**config.mk**
```make
export PLATFORM = sky130hd
export DESIGN_NAME = dmux_dispatch
export DESIGN_NICKNAME = d
export VERILOG_FILES = /design/src/rtl/dmux_dispatch.sv
export SDC_FILE = /design/constraint.sdc
export NUM_CORES = 1
export LEC_CHECK = 0
export CORE_MARGIN = 8
export CORE_UTILIZATION = 30
export CTS_CLUSTER_DIAMETER = 40
export DETAILED_ROUTE_END_ITERATION = 10
export HOLD_SLACK_MARGIN = 0.1
export SYNTH_ARGS = -nofsm -noshare
export SYNTH_HDL_FRONTEND = slang
export SYNTH_SLANG_ARGS = --single-unit
```
**constraint.sdc**
```tcl
create_clock -name clk -period 3.9 [get_ports clk]
set_input_delay 0.78 -clock clk [delete_from_list [all_inputs] [get_ports clk]]
set_output_delay 0.78 -clock clk [all_outputs]
set_load 0.02 [all_outputs]
```
**src/rtl/dmux_dispatch.sv**
```systemverilog
`timescale 1ns/1ps
// Credit-controlled feeder for the fixed-latency pipelined demultiplexer: registers sel/in, emits a latency-matched out_valid.
// Define DMUX_DISPATCH_STATS_EN to build the accepted/dropped beat counters; otherwise stat_* are tied to 0.
module dmux_dispatch #(
    parameter int WIDTH        = 8,
    parameter int OUTPUT_COUNT = 4,
    parameter int LATENCY      = 2,
    parameter int CREDITS      = 4,
    localparam int SELECT_SIZE = $clog2(OUTPUT_COUNT),
    localparam int CW          = $clog2(CREDITS + 1)
) (
    input  logic                       clk,
    input  logic                       rst_n,
    input  logic                       s_valid,
    output logic                       s_ready,
    input  logic [SELECT_SIZE-1:0]     s_dest,
    input  logic [WIDTH-1:0]           s_data,
    output logic [SELECT_SIZE-1:0]     dmux_sel,
    output logic [WIDTH-1:0]           dmux_in,
    output logic [OUTPUT_COUNT-1:0]    out_valid,
    input  logic [OUTPUT_COUNT-1:0]    credit_return,
    output logic [OUTPUT_COUNT*CW-1:0] credit_level,
    output logic [1:0]                 err,
    output logic [31:0]                stat_accept,
    output logic [31:0]                stat_drop
);

    localparam logic [SELECT_SIZE:0] OUT_LIMIT  = (SELECT_SIZE + 1)'(OUTPUT_COUNT);
    localparam logic [CW-1:0]        CREDIT_MAX = CW'(CREDITS);
    localparam logic [CW-1:0]        CREDIT_ONE = CW'(1);

    logic [CW-1:0]           credit     [OUTPUT_COUNT];
    logic [OUTPUT_COUNT-1:0] token_pipe [LATENCY+1];

    logic                    dest_legal;
    logic                    dest_has_credit;
    logic                    accept;
    logic                    accept_legal;
    logic                    accept_drop;
    logic [OUTPUT_COUNT-1:0] dest_onehot;
    logic [OUTPUT_COUNT-1:0] take;
    logic [OUTPUT_COUNT-1:0] credit_full;
    logic [OUTPUT_COUNT-1:0] overflow;

    assign dest_legal = {1'b0, s_dest} < OUT_LIMIT;

    always_comb begin
        // NOTE: defaults first so every path assigns every output and no latch is inferred.
        dest_has_credit = 1'b0;
        dest_onehot     = '0;
        credit_full     = '0;
        for (int i = 0; i < OUTPUT_COUNT; i++) begin
            credit_full[i] = (credit[i] == CREDIT_MAX);
            if (s_dest == SELECT_SIZE'(i)) begin
                dest_onehot[i]  = 1'b1;
                dest_has_credit = (credit[i] != '0);
            end
        end
    end

    // Illegal destinations are always accepted so a bad beat can never wedge the stream.
    assign s_ready      = !dest_legal || dest_has_credit;
    assign accept       = s_valid && s_ready;
    assign accept_legal = accept && dest_legal;
    assign accept_drop  = accept && !dest_legal;
    assign take         = dest_onehot & {OUTPUT_COUNT{accept_legal}};
    assign overflow     = credit_return & ~take & credit_full;

    always_ff @(posedge clk or negedge rst_n) begin
        if (!rst_n) begin
            // NOTE: array elements are reset individually; counters and tokens must be known after reset.
            for (int i = 0; i < OUTPUT_COUNT; i++) credit[i] <= CREDIT_MAX;
        end else begin
            for (int i = 0; i < OUTPUT_COUNT; i++) begin
                unique case ({take[i], credit_return[i]})
                    2'b10:   credit[i] <= credit[i] - CREDIT_ONE;
                    2'b01:   if (!credit_full[i]) credit[i] <= credit[i] + CREDIT_ONE;
                    default: ;
                endcase
            end
        end
    end

    // Stage 0 loads with sel/in, so stage LATENCY lines up with the demux output.
    always_ff @(posedge clk or negedge rst_n) begin
        if (!rst_n) begin
            for (int j = 0; j <= LATENCY; j++) token_pipe[j] <= '0;
        end else begin
            // NOTE: non-blocking assignments make each stage take its neighbour's pre-edge value.
            token_pipe[0] <= take;
            for (int j = 1; j <= LATENCY; j++) token_pipe[j] <= token_pipe[j-1];
        end
    end

    assign out_valid = token_pipe[LATENCY];

    always_ff @(posedge clk or negedge rst_n) begin
        if (!rst_n) begin
            dmux_sel <= '0;
            dmux_in  <= '0;
            err      <= '0;
        end else begin
            if (accept_legal) begin
                dmux_sel <= s_dest;
                dmux_in  <= s_data;
            end
            err <= err | {|overflow, accept_drop};
        end
    end

    always_comb begin
        credit_level = '0;
        for (int i = 0; i < OUTPUT_COUNT; i++) credit_level[i*CW +: CW] = credit[i];
    end

`ifdef DMUX_DISPATCH_STATS_EN
    always_ff @(posedge clk or negedge rst_n) begin
        if (!rst_n) begin
            stat_accept <= '0;
            stat_drop   <= '0;
        end else begin
            if (accept_legal) stat_accept <= stat_accept + 32'd1;
            if (accept_drop)  stat_drop   <= stat_drop + 32'd1;
        end
    end
`else
    assign stat_accept = '0;
    assign stat_drop   = '0;
`endif

endmodule

```
# ---- Word level (Yosys, flattened, before mapping)
# Index checks and enable logic that the tools add are counted.
dict set report classes {
  reduce_logical 15
  bitwise 5
  n_addsub 8
  n_eq_ne 19
  muxes 16
}
# op count
set ops {}
lappend ops {{$pmux W3 S2} 4}
lappend ops {{$add A3 B1 Y3 const B} 4}
lappend ops {{$and A4 B4 Y4} 3}
lappend ops {{$eq A2 B2 Y1 const B} 6}
lappend ops {{$eq A3 B3 Y1 const B} 4}
lappend ops {{$mux W3} 4}
lappend ops {{$reduce_bool A3 Y1} 4}
lappend ops {{$sub A3 B1 Y3 const B} 4}
lappend ops {{$eq A2 B1 Y1 const B} 5}
lappend ops {{$mux W1} 8}
lappend ops {{$ne A2 B2 Y1 const B} 4}
lappend ops {{$reduce_and A2 Y1} 4}
lappend ops {{$reduce_bool A2 Y1} 4}
lappend ops {{$not A4 Y4} 1}
lappend ops {{$reduce_or A4 Y1} 1}
lappend ops {{$logic_not A2 Y1} 1}
lappend ops {{$or A2 B2 Y2} 1}
lappend ops {{$logic_and A1 B1 Y1} 1}
dict set report totals {
  inputBits 17
  regBits 36
  out_inout_bits 93
}

# ---- Logic depth before layout (Yosys ltp)
dict set report logic_depth {
  word_depth 12
  mapped_depth 10
  ltp_nobuf 8
}

# ---- Worst setup path after synthesis
# OpenSTA, ideal clock, no wires.
dict set report synth_timing {
  kind {input -> output}
  startpoint {input s_dest[1]}
  endpoint {output s_ready}
  required_time_ns 3.120
  path_buffers 1
  stages 4
  setup_slack_ns 1.372
  arrival_ns 1.748
  path_cell_list {buf_2 > nor2_1 > a32oi_1 > nor3b_1}
}
dict set report synth_between {
  elab_chain_cells 5
}
# element line_no
set synth_rtl {}
lappend synth_rtl {{from (decl)} 16} ;# input logic [SELECT_SIZE-1:0] s_dest,
lappend synth_rtl {{$logic_not A2 Y1} 54} ;# if (s_dest == SELECT_SIZE'(i)) begin
lappend synth_rtl {{$mux W1 (3 in series)} 54}
lappend synth_rtl {{$mux W1 *} 54}
lappend synth_rtl {{to (decl)} 15} ;# output logic s_ready,
# Mark *: on every way between the ends. The rest lies on a longest branch, timed or not.

# ---- Final worst setup path
# Same ends and word-level chain as after synthesis.

==> impl_summary.md <==
Status
The run finished with clean final reports.

Timing
The total count of hold-check failures in the final report is 0. The worst clock skew is 0.00899 ns. The final worst-path cycle share is 89.3%.

The worst path meets setup with 0.417 ns of slack. Across all hold checks on the routed design, the worst slack comes to approximately 0.35 ns. Setup violations remaining at the end of the flow were counted as 0. The clock period could shrink to around 3.5 ns. The number of max-slew violations in the final report is 0. Adding up every negative setup slack in the final design gives 0 ns. The maximum operating frequency is around 0.29 GHz.

Setup repair after global routing left no endpoint under its margin.

Cells and area
The number of antenna cells inserted is 0. The area of all placed cells without fillers is between 2000 and 3000 µm². The post-layout net count is between 200 and 300. The area growth from synthesis to final layout is 16.5%. The share of final-layout standard cells stronger than drive strength 1 is 10.8%.

Clock network
Clock-pin slew was measured on the worst setup and hold paths at 0.06 ns. The deepest level of the CTS H-tree is 2. CTS saw 35 sinks. Once the clock tree was built, the setup fixing pass inserted 0 buffers. The quantity of hold-fixing buffers added after cts is 0. The clock passes through at most 2 buffers. Counting the buffers created by CTS gives 5. The CTS tree is built. The worst-skew pair later-pin latency is approximately 0.28 ns.

The cell sitting at the root of the clock tree is a sky130_fd_sc_hd__clkbuf_8. Post-CTS repair changed the size of 0 cells.

Synthesis
Sorting the synthesized cells by area gives the leading types as sky130_fd_sc_hd__dfrtp_1 (33%), sky130_fd_sc_hd__buf_4 (22%), sky130_fd_sc_hd__mux2_4 (6.4%). The number of enable flip-flop cells after synthesis is 0. The total of warnings raised by yosys is 0. The portion of the post-synthesis area used by sequential elements is 37.4%.

The count of different cell masters after synthesis is between 50 and 60. The commonest cells after synthesis are sky130_fd_sc_hd__buf_4 (69), sky130_fd_sc_hd__dfrtp_1 (31), sky130_fd_sc_hd__nor2_1 (15). Summed over all instances, the cell type with the most area after synthesis is sky130_fd_sc_hd__dfrtp_1.

The async set-or-reset flop fraction in the synthesized netlist is between 90% and 100%. Among all cell types in the netlist, the one instantiated most often is sky130_fd_sc_hd__buf_4. The post-synthesis register bit count is 35. The top cell type by area accounts for between 30 and 40% of the synthesized area.

Among all flip-flop cells after synthesis, the most frequent one is sky130_fd_sc_hd__dfrtp_1. Each instance of the synthesized netlist takes up on average between 10 and 15 µm². In this run the cell area of the synthesized design comes to roughly 2400 µm². The number of cells produced by synthesis is between 200 and 250.

Setup path
The capturing element type of the critical path is a primary output. Counting cells, the worst reg-to-reg path comes to 7. The data arrival time at the worst-slack endpoint is 2.70 ns. The type of the worst setup path is in2out. Of all nets on the critical path, the largest fanout is 10.

The most critical setup path has its startpoint at s_dest[1]. The reg-to-reg startpoint is credit_level[1]. The worst setup path is launched from a primary input. The endpoint identified for the worst register-to-register timing path is credit_level[2]. For the worst setup path, the data required time is about 3.1 ns. The setup check on the worst reg-to-reg path leaves a slack of approximately 1.6 ns.

Route
In the routed design, unresolved DRC markers number 0. The final layout contains routed wiring with a total length of around 4700 µm. The final routed wire length divided by cell count is around 12 µm.

The routed via count is 1542. The via density per instance is about 4. Once detail routing completed, the nets flagged for antenna violations numbered 0.

The number of iterations in the first detailed-routing pass is 4. For this block, the initial DRC count from the detailed router was 53.

Global route
Global routing consumed, over all layers together, under 10% of the routing resources. Global routing finished with a remaining overflow of 0. The wire length of the first global-routing pass is 7710 µm.

Entering global routing, the biggest net connects 36 pins. The initial antenna violation count is 0. The number of global-route vias before repair is around 1600.

Place
The wire-length estimate of the detail-placed layout is between 3000 and 4000 µm. The number of buffer cells added on primary ports is 44. The post-placement cell area is about 2600 µm². The final RePlAce weighted congestion is 0.739.

Prior to clock tree synthesis, the placed netlist has a worst setup slack of 0.424 ns.

Job
The tool flagged a number of max-cap violations equal to 0.

Hold path
The class of the tightest hold or removal check is reg2reg. The depth of the worst hold-timing path is 0. In this run the most critical hold path is launched from token_pipe[10]. The worst min-delay path endpoint is token_pipe[6].

Power and ir drop
The maximum ir drop on the vdd rail is 143 µV. Summed over all cells, the static leakage comes to between 1 and 1.5 nW. Dividing total power by cell area gives a power density of about 680 nW/µm².

Floorplan
The floorplan step defined a die boundary enclosing 10900 µm². The total area inside the core boundary comes to slightly below 8000 µm². The floorplan has 32 rows.

The die is about 100 µm tall. In this run the count of I/O pins placed on the die edge is between 100 and 150. The die outline width is 105 µm.

The effective utilization at floorplan is 30.7%.
==> critical path, cell delays in order <==
cell and delay, ns:
sky130_fd_sc_hd__clkdlybuf4s50_1 0.64, sky130_fd_sc_hd__nor2_1 0.11, sky130_fd_sc_hd__a32oi_1 0.24, sky130_fd_sc_hd__nor3b_1 0.27
sky130_fd_sc_hd__clkdlybuf4s50_1 0.65
==> worst max-delay path by stage <==
stage	to	slack [ns]	cells past startpoint
after detailed placement	s_ready	0.42	5
final	s_ready	0.42	5
after CTS	s_ready	0.42	5
after global routing	s_ready	0.35	5
after global placement	s_ready	0.43	5
after floorplan	s_ready	1.37	4
==> state kept, by name, indices dropped and copies added, names as in the netlist <==
register / flops
credit_level: 12
err: 1
token_pipe: 8
dmux_sel: 2
out_valid: 4
dmux_in: 8
==> stage by stage <==
| stage | cells | util, % | total power [W] |
|---|---|---|---|
| 2_1_floorplan | 299 | - | 0.00126 |
| 3_3_place_gp | 373 | 34.2 | 0.00154 |
| 3_5_place_dp | 373 | 34.2 | 0.00154 |
| 4_1_cts | 381 | 35.7 | 0.00189 |
| 5_1_grt | 381 | 35.7 | 0.00201 |
| 6_report | 381 | 35.7 | 0.00186 |
==> per-layer routing <==
| metal | track usage, % | vias to the layer above | part of all wire [%] |
|---|---|---|---|
| met5 | 0 | - | 0 |
| met4 | 2.14 | 0 | 0.51 |
| met3 | 4.24 | 4 | 9.5 |
| met2 | 12.6 | 77 | 43 |
| met1 | 10.2 | 700 | 47 |
| li1 | - | 761 | - |
==> layout by cell type (no fill, tap or decap), types with 3 or more instances in the layout <==
cell type	count
sky130_fd_sc_hd__conb_1	65
sky130_fd_sc_hd__clkdlybuf4s50_1	44
sky130_fd_sc_hd__dfrtp_1	31
sky130_fd_sc_hd__nor2_1	15
sky130_fd_sc_hd__mux2_4	10
sky130_fd_sc_hd__inv_1	9
sky130_fd_sc_hd__a21oi_1	9
sky130_fd_sc_hd__nand3_1	6
sky130_fd_sc_hd__o21ai_0	6
sky130_fd_sc_hd__clkbuf_8	6
sky130_fd_sc_hd__nor3_1	4
sky130_fd_sc_hd__nor2b_1	4
sky130_fd_sc_hd__mux2i_1	4
sky130_fd_sc_hd__fa_1	4
sky130_fd_sc_hd__dfstp_2	4
sky130_fd_sc_hd__nand2_1	3
sky130_fd_sc_hd__nand4_1	3
sky130_fd_sc_hd__o22ai_1	3
==> power breakdown <==
| part | total, W | leakage (nW) | switching [W] | internal [W] |
|---|---|---|---|---|
| registers | 0.000647 | 0.424 | 0.000159 | 0.000488 |
| logic | 0.000884 | 0.787 | 0.000454 | 0.000429 |
| clock network | 0.000333 | 0.0612 | 0.000126 | 0.000207 |
==> final cells by class <==
cell class                      count  area (µm²)
Multi-Input combinational cell    180        1130
Sequential cell                    35         881
Fill cell                         785        4940
Tap cell                          102         128
Clock inverter                      2        35.0
Clock buffer                        6        82.6
Timing Repair Buffer               46         455
Inverter                           10        37.5
==> logic make-up after synthesis <==
family	synth area share, %
XOR/XNOR	1.11
adder cells (fa/ha/maj)	3.40
buffers and inverters	25.1
flip-flops	37.4
other	0.159
multiplexers	8.55
AND/OR/NAND/NOR	14.4
AO/OA/AOI/OAI	9.93
No activity file was read; power rests on OpenSTA's default activity.
